[src/rtl/hstx_pkg.sv]
// hstx_pkg: shared definitions for the HS-TX byte feeder slice.
//   tx_state_e    : state codes reported by the downstream HS-TX FSM
//   feed_state_e  : feeder burst-control states
//   ENTRY_W       : width of one FIFO entry ({last, data[7:0]})
//   fifo_entry_t  : packed view of a FIFO entry
package hstx_pkg;

  typedef enum logic [2:0] {
    TX_STOP  = 3'd0,
    TX_GO    = 3'd1,
    TX_SYNC  = 3'd2,
    TX_DATA  = 3'd3,
    TX_TRAIL = 3'd4
  } tx_state_e;

  typedef enum logic [1:0] {
    FEED_IDLE   = 2'd0,
    FEED_REQ    = 2'd1,
    FEED_STREAM = 2'd2,
    FEED_DRAIN  = 2'd3
  } feed_state_e;

  localparam int ENTRY_W = 9;

  typedef struct packed {
    logic       last;
    logic [7:0] data;
  } fifo_entry_t;

endpackage

[src/rtl/hstx_byte_feeder_if.sv]
// hstx_byte_feeder_if: application-side and HS-TX-side signals of the feeder.
//   app_data/app_valid/app_last/app_ready : byte push handshake
//   TxState                               : HS-TX FSM state code
//   SOT/TxValid/TxByte_Data               : burst request and byte stream
//   underrun/underrun_clr                 : sticky underrun flag and its clear
//   pkt_sent_cnt                          : completed-burst counter (only with HSTX_PKT_CNT_EN)
// modport slave is the feeder's view, modport master the environment's view.
interface hstx_byte_feeder_if;

  logic [7:0]         app_data;
  logic               app_valid;
  logic               app_last;
  logic               app_ready;
  hstx_pkg::tx_state_e TxState;
  logic               SOT;
  logic               TxValid;
  logic [7:0]         TxByte_Data;
  logic               underrun;
  logic               underrun_clr;
`ifdef HSTX_PKT_CNT_EN
  logic [15:0]        pkt_sent_cnt;

  modport slave (
    input  app_data, app_valid, app_last, TxState, underrun_clr,
    output app_ready, SOT, TxValid, TxByte_Data, underrun, pkt_sent_cnt
  );

  modport master (
    output app_data, app_valid, app_last, TxState, underrun_clr,
    input  app_ready, SOT, TxValid, TxByte_Data, underrun, pkt_sent_cnt
  );
`else
  modport slave (
    input  app_data, app_valid, app_last, TxState, underrun_clr,
    output app_ready, SOT, TxValid, TxByte_Data, underrun
  );

  modport master (
    output app_data, app_valid, app_last, TxState, underrun_clr,
    input  app_ready, SOT, TxValid, TxByte_Data, underrun
  );
`endif

endinterface

[src/rtl/hstx_sync_fifo.sv]
// hstx_sync_fifo: synchronous first-word-fall-through FIFO of {last, data} entries.
//   TxDDRClkHS : clock
//   TxRst      : synchronous active-high reset (empties the FIFO)
//   wr_en      : push request (ignored when full, even if a pop happens too)
//   wr_entry   : entry to push
//   rd_en      : pop request (ignored when empty)
//   head       : current head entry, valid whenever !empty
//   empty/full : derived from the registered occupancy
//   occupancy  : number of stored entries
//   last_cnt   : number of stored entries whose last bit is set
module hstx_sync_fifo
  import hstx_pkg::*;
#(
  parameter  int DEPTH = 16,
  localparam int AW    = $clog2(DEPTH)
) (
  input  logic        TxDDRClkHS,
  input  logic        TxRst,
  input  logic        wr_en,
  input  fifo_entry_t wr_entry,
  input  logic        rd_en,
  output fifo_entry_t head,
  output logic        empty,
  output logic        full,
  output logic [AW:0] occupancy,
  output logic [AW:0] last_cnt
);

  localparam logic [AW-1:0] PTR_ONE   = 1;
  localparam logic [AW:0]   CNT_ONE   = 1;
  localparam logic [AW:0]   CNT_DEPTH = (AW+1)'(DEPTH);

  fifo_entry_t   mem [DEPTH];
  logic [AW-1:0] wptr;
  logic [AW-1:0] rptr;
  logic          do_push;
  logic          do_pop;
  logic          last_in;
  logic          last_out;

  assign empty    = (occupancy == '0);
  assign full     = (occupancy == CNT_DEPTH);
  assign do_push  = wr_en && !full;
  assign do_pop   = rd_en && !empty;
  assign head     = mem[rptr];
  assign last_in  = do_push && wr_entry.last;
  assign last_out = do_pop && head.last;

  // NOTE: storage is deliberately not reset; the pointers and occupancy
  // decide which entries are meaningful, so stale contents are never seen.
  always_ff @(posedge TxDDRClkHS) begin
    if (do_push) begin
      mem[wptr] <= wr_entry;
    end
  end

  // NOTE: all sequential state uses non-blocking assignments so every
  // register samples the pre-edge values of the others.
  always_ff @(posedge TxDDRClkHS) begin
    if (TxRst) begin
      wptr      <= '0;
      rptr      <= '0;
      occupancy <= '0;
      last_cnt  <= '0;
    end else begin
      if (do_push) wptr <= wptr + PTR_ONE;
      if (do_pop)  rptr <= rptr + PTR_ONE;

      // Simultaneous push and pop leaves occupancy unchanged.
      if (do_push && !do_pop)      occupancy <= occupancy + CNT_ONE;
      else if (do_pop && !do_push) occupancy <= occupancy - CNT_ONE;

      if (last_in && !last_out)      last_cnt <= last_cnt + CNT_ONE;
      else if (last_out && !last_in) last_cnt <= last_cnt - CNT_ONE;
    end
  end

endmodule

[src/rtl/hstx_byte_feeder.sv]
// hstx_byte_feeder: buffers application bytes and streams complete (or
// large enough) packets to the HS-TX FSM as gap-free bursts.
//   TxDDRClkHS : HS byte clock, the only clock
//   TxRst      : synchronous active-high reset
//   bus        : hstx_byte_feeder_if.slave (app push handshake, TxState,
//                SOT/TxValid/TxByte_Data, underrun/underrun_clr)
// Optional: define HSTX_PKT_CNT_EN to add bus.pkt_sent_cnt, a wrapping count
// of bursts that ended on a last byte.
module hstx_byte_feeder
  import hstx_pkg::*;
#(
  parameter int FIFO_DEPTH    = 16,
  parameter int START_THRESH  = 8,
  parameter int INTER_PKT_GAP = 4
) (
  input logic               TxDDRClkHS,
  input logic               TxRst,
  hstx_byte_feeder_if.slave bus
);

  localparam int            AW         = $clog2(FIFO_DEPTH);
  localparam logic [AW:0]   THRESH_CNT = (AW+1)'(START_THRESH);
  localparam logic [7:0]    GAP_LAST   = 8'(INTER_PKT_GAP - 1);

  feed_state_e state_q;
  feed_state_e state_d;
  logic [7:0]  gap_q;
  logic [7:0]  gap_d;
  logic        underrun_q;
  logic        underrun_set;
  logic        pop;
  logic        sot;
  logic        tx_valid;

  fifo_entry_t wr_entry;
  fifo_entry_t head;
  logic        empty;
  logic        full;
  logic [AW:0] occupancy;
  logic [AW:0] last_cnt;

  // Ready is forced low during reset so nothing is accepted into a FIFO
  // that is being emptied.
  assign bus.app_ready = !full && !TxRst;
  assign wr_entry      = '{last: bus.app_last, data: bus.app_data};

  hstx_sync_fifo #(.DEPTH(FIFO_DEPTH)) u_fifo (
    .TxDDRClkHS (TxDDRClkHS),
    .TxRst      (TxRst),
    .wr_en      (bus.app_valid && bus.app_ready),
    .wr_entry   (wr_entry),
    .rd_en      (pop),
    .head       (head),
    .empty      (empty),
    .full       (full),
    .occupancy  (occupancy),
    .last_cnt   (last_cnt)
  );

  always_ff @(posedge TxDDRClkHS) begin
    if (TxRst) begin
      state_q <= FEED_IDLE;
      gap_q   <= '0;
    end else begin
      state_q <= state_d;
      gap_q   <= gap_d;
    end
  end

  // NOTE: every signal written here gets a default first, so no path can
  // leave one unassigned and infer a latch.
  always_comb begin
    state_d      = state_q;
    gap_d        = '0;
    pop          = 1'b0;
    sot          = 1'b0;
    tx_valid     = 1'b0;
    underrun_set = 1'b0;

    case (state_q)
      FEED_IDLE: begin
        if ((last_cnt != '0) || (occupancy >= THRESH_CNT)) begin
          state_d = FEED_REQ;
        end
      end

      FEED_REQ: begin
        sot      = 1'b1;
        tx_valid = 1'b1;
        if (bus.TxState == TX_DATA) begin
          pop = 1'b1;
          // A single-byte packet ends the burst right here; going to STREAM
          // would pull the next packet's head into this burst.
          state_d = head.last ? FEED_DRAIN : FEED_STREAM;
        end
      end

      FEED_STREAM: begin
        if (empty) begin
          // Ran dry before a last byte: no live byte this cycle.
          underrun_set = 1'b1;
          state_d      = FEED_DRAIN;
        end else begin
          sot      = 1'b1;
          tx_valid = 1'b1;
          pop      = 1'b1;
          if (head.last) state_d = FEED_DRAIN;
        end
      end

      FEED_DRAIN: begin
        // Counts only consecutive STOP cycles; any other code restarts it.
        if (bus.TxState == TX_STOP) begin
          if (gap_q == GAP_LAST) state_d = FEED_IDLE;
          else                   gap_d   = gap_q + 8'd1;
        end
      end

      default: state_d = FEED_IDLE;
    endcase
  end

  // Set has priority over clear so a detection is never lost.
  always_ff @(posedge TxDDRClkHS) begin
    if (TxRst)                 underrun_q <= 1'b0;
    else if (underrun_set)     underrun_q <= 1'b1;
    else if (bus.underrun_clr) underrun_q <= 1'b0;
  end

  assign bus.SOT         = sot;
  assign bus.TxValid     = tx_valid;
  assign bus.TxByte_Data = tx_valid ? head.data : 8'h00;
  assign bus.underrun    = underrun_q;

`ifdef HSTX_PKT_CNT_EN
  // Popping a last byte always ends a burst cleanly; underrun bursts never
  // pop a last byte, so they are not counted.
  logic [15:0] pkt_sent_q;

  always_ff @(posedge TxDDRClkHS) begin
    if (TxRst)                 pkt_sent_q <= '0;
    else if (pop && head.last) pkt_sent_q <= pkt_sent_q + 16'd1;
  end

  assign bus.pkt_sent_cnt = pkt_sent_q;
`endif

endmodule
[src/flat_wrapper.sv]
// flat-port wrapper written by rule: the top's interface ports become plain ports
module hstx_byte_feeder_flat import hstx_pkg::*;
#(
  parameter int FIFO_DEPTH    = 16,
  parameter int START_THRESH  = 8,
  parameter int INTER_PKT_GAP = 4
)
  (TxDDRClkHS, TxRst, bus_app_data, bus_app_valid, bus_app_last, bus_TxState, bus_underrun_clr, bus_app_ready, bus_SOT, bus_TxValid, bus_TxByte_Data, bus_underrun);
  hstx_byte_feeder_if bus_i ();
  input logic TxDDRClkHS;
  input logic TxRst;
  input wire logic [$bits(bus_i.app_data)-1:0] bus_app_data;
  input wire logic [$bits(bus_i.app_valid)-1:0] bus_app_valid;
  input wire logic [$bits(bus_i.app_last)-1:0] bus_app_last;
  input wire logic [$bits(bus_i.TxState)-1:0] bus_TxState;
  input wire logic [$bits(bus_i.underrun_clr)-1:0] bus_underrun_clr;
  output wire logic [$bits(bus_i.app_ready)-1:0] bus_app_ready;
  output wire logic [$bits(bus_i.SOT)-1:0] bus_SOT;
  output wire logic [$bits(bus_i.TxValid)-1:0] bus_TxValid;
  output wire logic [$bits(bus_i.TxByte_Data)-1:0] bus_TxByte_Data;
  output wire logic [$bits(bus_i.underrun)-1:0] bus_underrun;
  assign bus_i.app_data = bus_app_data;
  assign bus_i.app_valid = bus_app_valid;
  assign bus_i.app_last = bus_app_last;
  assign bus_i.TxState = bus_TxState;
  assign bus_i.underrun_clr = bus_underrun_clr;
  assign bus_app_ready = bus_i.app_ready;
  assign bus_SOT = bus_i.SOT;
  assign bus_TxValid = bus_i.TxValid;
  assign bus_TxByte_Data = bus_i.TxByte_Data;
  assign bus_underrun = bus_i.underrun;
  hstx_byte_feeder #(.FIFO_DEPTH(FIFO_DEPTH), .START_THRESH(START_THRESH), .INTER_PKT_GAP(INTER_PKT_GAP)) u_core (.TxDDRClkHS(TxDDRClkHS), .TxRst(TxRst), .bus(bus_i));
endmodule
[config.mk]
export PLATFORM = sky130hd
export DESIGN_NAME = hstx_byte_feeder_flat
export DESIGN_NICKNAME = d
export VERILOG_FILES = /design/src/rtl/hstx_pkg.sv /design/src/rtl/hstx_byte_feeder_if.sv /design/src/rtl/hstx_sync_fifo.sv /design/src/rtl/hstx_byte_feeder.sv /design/src/flat_wrapper.sv
export SDC_FILE = /design/constraint.sdc
export NUM_CORES = 1
export LEC_CHECK = 0
export CORE_ASPECT_RATIO = 0.6
export CORE_MARGIN = 2
export CORE_UTILIZATION = 52
export DETAILED_ROUTE_END_ITERATION = 10
export PLACE_DENSITY = 0.7
export SYNTH_ARGS = -nofsm -noshare
export SYNTH_HDL_FRONTEND = slang
export SYNTH_HIERARCHICAL = 1
export SYNTH_SLANG_ARGS = --single-unit
[constraint.sdc]
create_clock -name TxDDRClkHS -period 8.26 [get_ports TxDDRClkHS]
set_clock_uncertainty 0.1 [all_clocks]
set_input_delay 1.239 -clock TxDDRClkHS [delete_from_list [all_inputs] [get_ports TxDDRClkHS]]
set_output_delay 1.239 -clock TxDDRClkHS [all_outputs]
set_load 0.02 [all_outputs]
; ---- After elaboration in Yosys (flattened, before gate mapping)
; Memories as Yosys holds them, arrays and structs flattened. A register that Yosys moved wholly into a read port is not among the register bits.
; Index checks and enable logic that the tools add are counted.
[op_classes]
add_sub_neg = 7
n_lt_le_gt_ge = 1
eq_ne = 11
muxes = 25
n_bitwise = 2
n_reduce_logical = 27
[ops]
columns = cell, count
row1 = 2-to-1 mux 5 bit, 4
row2 = 2-to-1 mux 2 bit, 6
row3 = adder 5 x 1 -> 5 bit (second input constant), 2
row4 = logical AND 1 bit, 10
row5 = subtractor 5 x 1 -> 5 bit (second input constant), 2
row6 = 2-to-1 mux 1 bit, 9
row7 = adder 4 x 1 -> 4 bit (second input constant), 2
row8 = adder 8 x 1 -> 8 bit (second input constant), 1
row9 = == test 8 x 2 -> 1 bit (second input constant), 1
row10 = 2-to-1 mux 4 bit, 2
row11 = 2-to-1 mux 8 bit, 1
row12 = inequality test 2 x 1 -> 1 bit (second input constant), 4
row13 = case mux 2 bit (4 select lines), 1
row14 = zero test 1 bit, 7
row15 = nonzero test 2 bit, 3
row16 = == test 5 bit (second input constant), 1
row17 = greater-or-equal comparator 5 x 4 -> 1 bit (second input constant), 1
row18 = zero test 5 bit, 1
row19 = AND reduction 5 bit, 1
row20 = nonzero test 5 bit, 1
row21 = == test 2 bit (second input constant), 2
row22 = case mux 1 bit (2 select lines), 2
row23 = OR reduction 4 bit, 1
row24 = == test 3 x 2 -> 1 bit (second input constant), 1
row25 = other kinds (6), 7
[word_totals]
reg_bits = 29
ramBits = 144
in_bits = 16
wordCells = 81
mem_count = 1
[mem_list]
columns = memory, depth, width, read_ports, rd_clocked_by_memory_dff, wr, line
row1 = u_core.u_fifo.mem, 16, 9, 1, 1, 1, hstx_sync_fifo.sv:33  ; fifo_entry_t mem [DEPTH];

; ---- Longest topological paths before layout
[depth]
word_depth = 10
depth_mapped = 15
mapped_depth_nobuf = 14

; ---- Modules after synthesis
; Netlist, hierarchy kept.
[modules_own_cells]
columns = mod, n_inst, cells_each, area_each_um2
row1 = hstx_sync_fifo, 1, 382, 6708.9
row2 = hstx_byte_feeder, 1, 81, 691.9

; ---- Worst setup path after synthesis
; Ideal clock, no wire load.
[synth_timing]
kind = register to register
start = register u_core.u_fifo.occupancy[0]
end = register u_core.u_fifo.last_cnt[4]
setup_ps = 121
t_arrival_ps = 3731
required_ps = 8039
setup_slack_ps = 4308
stages_incl_launch_ff = 15
path_buffers = 1
cell_sequence = dfxtp_1 or4_4 buf_6 nor2_1 nand2b_1 a21boi_1 a21boi_0 o21ai_4 a211o_1 ha_1 fa_1 nand2b_1 a21oi_1 mux2i_1 mux2_2
[synth_between]
elab_cells_between_ends = 18
cone_classes = eq/ne: 1 / mux: 3 / reduce/logical: 14
[synth_lines]
columns = item, line
row1 = from (decl), hstx_sync_fifo.sv:25  ; output logic [AW:0] occupancy,
row2 = from (signal assigned), hstx_sync_fifo.sv:70  ; if (do_push && !do_pop) occupancy <= occupancy + CNT_ONE;
row3 = from (signal assigned), hstx_sync_fifo.sv:71  ; else if (do_pop && !do_push) occupancy <= occupancy - CNT_ONE;
row4 = zero test 5 bit *, hstx_sync_fifo.sv:41  ; assign empty = (occupancy == '0);
row5 = named net u_core.empty, hstx_byte_feeder.sv:37  ; logic empty;
row6 = 2-to-1 mux 1 bit *, hstx_byte_feeder.sv:99  ; if (empty) begin
row7 = case mux 1 bit (2 select lines) *, hstx_byte_feeder.sv:80  ; case (state_q)
row8 = named net u_core.pop, hstx_byte_feeder.sv:31  ; logic pop;
row9 = logical AND 1 bit *, hstx_sync_fifo.sv:44  ; assign do_pop = rd_en && !empty;
row10 = logical AND 1 bit *, hstx_sync_fifo.sv:47  ; assign last_out = do_pop && head.last;
row11 = zero test 1 bit, hstx_sync_fifo.sv:73  ; if (last_in && !last_out) last_cnt <= last_cnt + CNT_ONE;
row12 = logical AND 1 bit, hstx_sync_fifo.sv:73
row13 = 2-to-1 mux 5 bit / nonzero test 2 bit (equally long branches), --
row14 = to (signal assigned), hstx_sync_fifo.sv:73
row15 = to (signal assigned), hstx_sync_fifo.sv:74  ; else if (last_out && !last_in) last_cnt <= last_cnt - CNT_ONE;
row16 = to (decl), hstx_sync_fifo.sv:26  ; output logic [AW:0] last_cnt
; Mark *: on every way through the listed nets, which the timed path passes. The rest lies on a longest branch.
; A chain may end at the register's enable or synchronous reset.

==> report_table.html <==
<table>
<tr><th>Metric</th><th>Value</th></tr>
<tr><th colspan="2">Status</th></tr>
<tr><td>Run status</td><td>completed</td></tr>
<tr><th colspan="2">GRT</th></tr>
<tr><td>Maximum number of pins on one net before global-route repair</td><td>36</td></tr>
<tr><td>Number of antenna violations at the first check in global routing</td><td>0</td></tr>
<tr><td>Overall routing resource usage</td><td>21.02%</td></tr>
<tr><td>Vias in the first global route</td><td>3,799</td></tr>
<tr><td>Overflow after GRT</td><td>0</td></tr>
<tr><td>Global-route wire length before repair</td><td>22.49 mm</td></tr>
<tr><th colspan="2">Clock tree</th></tr>
<tr><td>Postcts setup bufs</td><td>0</td></tr>
<tr><td>Cells resized by post-CTS repair</td><td>0</td></tr>
<tr><td>CTS max path bufs</td><td>2</td></tr>
<tr><td>Clk pin slew, worst setup/hold paths</td><td>0.07 ns</td></tr>
<tr><td>CTS Hold Bufs</td><td>0</td></tr>
<tr><td>Total CTS buffers</td><td>17</td></tr>
<tr><td>Clock tree from TritonCTS</td><td>yes</td></tr>
<tr><td>Number of sinks on the clock net</td><td>177</td></tr>
<tr><td>Clk_lat worst skew</td><td>0.42 ns</td></tr>
<tr><td>Root buf cell</td><td>sky130_fd_sc_hd__clkbuf_16</td></tr>
<tr><td>H-tree depth reported by CTS</td><td>4</td></tr>
<tr><th colspan="2">Worst setup path</th></tr>
<tr><td>R2R Path Start</td><td>u_core/u_fifo/occupancy[0]</td></tr>
<tr><td>Startpoint class of the critical path</td><td>flip-flop</td></tr>
<tr><td>Setup CP Type</td><td>flip-flop to output port</td></tr>
<tr><td>Crit-path slowest cell</td><td>sky130_fd_sc_hd__mux4_2</td></tr>
<tr><td>Minimum setup slack among reg-to-reg paths</td><td>3.85 ns</td></tr>
<tr><td>Chain of cells forming the critical path</td><td>buf_4, mux4_2, a22oi_1, nand2_1, and2_1, clkdlybuf4s50_1</td></tr>
<tr><td>Crit-path max cell delay</td><td>0.58 ns</td></tr>
<tr><td>Type of destination of the critical path</td><td>output port</td></tr>
<tr><td>End of the worst register-to-register path</td><td>u_core/u_fifo/last_cnt[4]</td></tr>
<tr><td>Max Fanout on Critical Path</td><td>24</td></tr>
<tr><td>Worst endpoint required time</td><td>6.92 ns</td></tr>
<tr><td>R2R depth</td><td>13</td></tr>
<tr><td>Critical path arrival</td><td>3.20 ns</td></tr>
<tr><th colspan="2">Logic synthesis</th></tr>
<tr><td>Number of synthesized flops with an enable pin</td><td>144</td></tr>
<tr><td>Leading cell types by total area after synthesis</td><td>sky130_fd_sc_hd__edfxtp_1 (58%), sky130_fd_sc_hd__mux4_2 (11%), sky130_fd_sc_hd__dfxtp_1 (8.9%), sky130_fd_sc_hd__ha_1 (3.2%), sky130_fd_sc_hd__nor2_1 (2.9%)</td></tr>
<tr><td>Cell with the most instances after synthesis</td><td>sky130_fd_sc_hd__edfxtp_1</td></tr>
<tr><td>Gate count of the mapped netlist</td><td>463</td></tr>
<tr><td>Top-area cell type share of the netlist area</td><td>58.43%</td></tr>
<tr><td>Share of synthesized registers carrying an async set or reset</td><td>0%</td></tr>
<tr><td>Syn Nets</td><td>500</td></tr>
<tr><td>Share of the yosys chip area belonging to registers</td><td>67.35%</td></tr>
<tr><td>Number of synthesized register bits</td><td>177</td></tr>
<tr><td>Top post-synthesis cells by count</td><td>sky130_fd_sc_hd__edfxtp_1 (144), sky130_fd_sc_hd__nor2_1 (57), sky130_fd_sc_hd__mux4_2 (36)</td></tr>
<tr><td>Netlist Area Pre-Place</td><td>7401 um2</td></tr>
<tr><td>Main synth FF type</td><td>sky130_fd_sc_hd__edfxtp_1</td></tr>
<tr><td>Area leader, netlist</td><td>sky130_fd_sc_hd__edfxtp_1</td></tr>
<tr><td>Synthesized area per cell</td><td>15.98 um2</td></tr>
<tr><td>YS warnings</td><td>6</td></tr>
<tr><td>Count of unique library cells instantiated by Yosys</td><td>46</td></tr>
<tr><th colspan="2">Power and ir drop</th></tr>
<tr><td>IR drop worst, VDD</td><td>0.1497 mV</td></tr>
<tr><td>Total power divided by cell area</td><td>241.4 nW/um2</td></tr>
<tr><td>Share of total power in the clock network</td><td>39.0%</td></tr>
<tr><td>Internal power of the cells</td><td>1524 uW</td></tr>
<tr><td>Comb pwr share</td><td>11.5%</td></tr>
<tr><td>Total leakage power</td><td>0.002767 uW</td></tr>
<tr><td>Net Switching</td><td>513.4 uW</td></tr>
<tr><td>Switching part of the total power</td><td>25.20%</td></tr>
<tr><td>Sequential group share of total power</td><td>49.4%</td></tr>
<tr><th colspan="2">Die</th></tr>
<tr><td>Height of the die</td><td>96.41 um</td></tr>
<tr><td>Site Rows</td><td>33</td></tr>
<tr><td>Die Wd</td><td>158.0 um</td></tr>
<tr><td>Number of top-level pins</td><td>28</td></tr>
<tr><td>Initial Util</td><td>53.67%</td></tr>
<tr><td>Total core area</td><td>13,790 um2</td></tr>
<tr><td>Die area</td><td>15,230 um2</td></tr>
<tr><th colspan="2">Final layout</th></tr>
<tr><td>Count of fill cells added during filler insertion</td><td>1,050</td></tr>
<tr><td>ANT cells</td><td>0</td></tr>
<tr><td>Cell area after layout</td><td>8439 um2</td></tr>
<tr><td>Final #Nets</td><td>529</td></tr>
<tr><td>Layout cells sized above 1</td><td>16.44%</td></tr>
<tr><td>Synthesis-to-finish area growth</td><td>14.03%</td></tr>
<tr><th colspan="2">Routing</th></tr>
<tr><td>Avg Vias per Cell</td><td>5.689</td></tr>
<tr><td>DRT Wirelength</td><td>14.57 mm</td></tr>
<tr><td>Residual antenna-violating net count after detailed routing</td><td>0</td></tr>
<tr><td>Total vias in the final route</td><td>3,965</td></tr>
<tr><td>Residual DRC</td><td>0</td></tr>
<tr><td>1st-pass router iterations</td><td>5</td></tr>
<tr><td>Initial drt markers</td><td>408</td></tr>
<tr><td>Routed len/inst</td><td>20.90 um</td></tr>
<tr><th colspan="2">Run</th></tr>
<tr><td>Number of maximum-capacitance violations</td><td>0</td></tr>
<tr><th colspan="2">Placed design</th></tr>
<tr><td>Post-detailed-placement half-perimeter wirelength</td><td>9.627 mm</td></tr>
<tr><td>RD Place Congestion</td><td>0.7843</td></tr>
<tr><td>Placed cell area</td><td>7848 um2</td></tr>
<tr><td>I/O Buffers</td><td>27</td></tr>
<tr><th colspan="2">STA</th></tr>
<tr><td>Fin. Hold Viols</td><td>0</td></tr>
<tr><td>Setup TNS after final layout</td><td>0 ns</td></tr>
<tr><td>Portion of the clock cycle consumed by the worst path in the final layout</td><td>55.01%</td></tr>
<tr><td>Actual slew at the worst max-slew pin</td><td>1.226 ns</td></tr>
<tr><td>Maximum clock frequency</td><td>220.1 MHz</td></tr>
<tr><td>Final count of negative-setup-slack endpoints</td><td>0</td></tr>
<tr><td>Max-slew violations</td><td>0</td></tr>
<tr><td>Slew headroom</td><td>17.99%</td></tr>
<tr><td>Setup repair after global routing missed its margin</td><td>false</td></tr>
<tr><td>Final period demand of the worst path</td><td>4.544 ns</td></tr>
<tr><th colspan="2">Min path</th></tr>
<tr><td>Instance count along the most critical hold path</td><td>1</td></tr>
<tr><td>Startpoint of the tightest hold check path</td><td>u_core/gap_q[0]</td></tr>
<tr><td>Class of the worst hold path</td><td>flip-flop to flip-flop</td></tr>
<tr><td>Worst Hold End</td><td>u_core/gap_q[0]</td></tr>
</table>
==> per-layer routing <==
layer  GRT usage [%]  up-vias  share of wire (%)
li1                -     1819                  -
met1           33.23     1989                 49
met2           29.42      151                 43
met3           4.594        6                7.2
met4           6.006        0               0.38
met5               0        -                  0
==> registers in the layout (all words and copies together), names as in the netlist, named ones only <==
signal,count
u_core/u_fifo/mem,144
u_core/gap_q,8
u_core/u_fifo/last_cnt,5
u_core/u_fifo/occupancy,5
u_core/u_fifo/rptr,4
u_core/u_fifo/wptr,4
u_core/state_q,2
u_core/bus.underrun,1
==> worst max path at each step <==
stage	end	start	depth (start not counted)
final	bus_TxByte_Data[1]	flip-flop	6
after global routing	bus_TxByte_Data[1]	flip-flop	6
after CTS	bus_TxByte_Data[1]	flip-flop	6
after detailed placement	u_core/u_fifo/last_cnt[4]	bus_TxState[2]	11
after global placement	u_core/u_fifo/last_cnt[4]	bus_TxState[2]	11
after floorplan	u_core/u_fifo/last_cnt[4]	u_core/u_fifo/occupancy[0]	14
==> placed cells by master, fill, tap and decap left out, drive strengths merged, types with 2 or more instances in the layout <==
| cell type | count |
|---|---|
| a22oi | 16 |
| a21oi | 12 |
| mux2 | 3 |
| nand3 | 4 |
| clkdlybuf4s50 | 27 |
| nor2 | 57 |
| dfxtp | 33 |
| or4 | 2 |
| and2 | 11 |
| inv | 20 |
| edfxtp | 144 |
| clkinv | 3 |
| nand2 | 19 |
| fa | 2 |
| nor4bb | 2 |
| a21o | 2 |
| and3 | 2 |
| xor2 | 10 |
| nor4 | 4 |
| a211oi | 2 |
| a21boi | 2 |
| clkbuf | 18 |
| mux2i | 6 |
| or3 | 2 |
| xnor2 | 5 |
| ha | 19 |
| nor2b | 4 |
| nand2b | 10 |
| buf | 7 |
| o211ai | 4 |
| nor3 | 5 |
| mux4 | 36 |
==> stage by stage <==
stage / instances / hold slack (ns) / worst slack [ns] / power, uW / utilization [%]
after CTS: 697 / 0.3507 / 3.628 / 2055 / 61.20
after detailed placement: 665 / 0.3396 / 3.679 / 1261 / 56.90
after global placement: 665 / 0.3296 / 3.823 / 1253 / 56.90
after floorplan: 463 / 0.3176 / 4.308 / 1186 / -
final: 697 / 0.3493 / 3.716 / 2038 / 61.20
after global routing: 697 / 0.3813 / 3.444 / 2119 / 61.20
==> critical path: cells and delay by family (launching register included) <==
family	cells	cell delay [ns]
DFF	1	0.57
and+or+nand+nor	2	0.33
AOI/OAI and AO/OA	1	0.23
buffers and inverters	2	1.04
muxes	1	0.58
==> power groups by stage <==
stage                     clock (uW)  combinational [uW]  sequential [uW]
after detailed placement           0                 234             1030
after global routing             847                 261             1010
after floorplan                    0                 165             1020
after CTS                        812                 235             1010
final                            796                 235             1010
after global placement             0                 228             1030
==> cells by family after synthesis <==
family / after synthesis / synth area share, %
DFF: 177 / 67.35
and+or+nand+nor: 124 / 8.047
AOI/OAI and AO/OA: 46 / 4.700
muxes: 45 / 12.22
buffers and inverters: 35 / 2.147
adders and majority gates: 21 / 3.753
xor gates and xnor gates: 15 / 1.775
==> cell type report <==
type	count	area [um2]	share of cell area, %
Multi-Input combinational cell	251	2257	26.75
Timing Repair Buffer	34	322.8	3.825
Inverter	11	41.29	0.4893
Sequential cell	177	4986	59.08
Clock buffer	18	429.2	5.085
Tap cell	192	240.2	2.847
Clock inverter	14	162.7	1.927
Power figures use the tool's default switching activity.
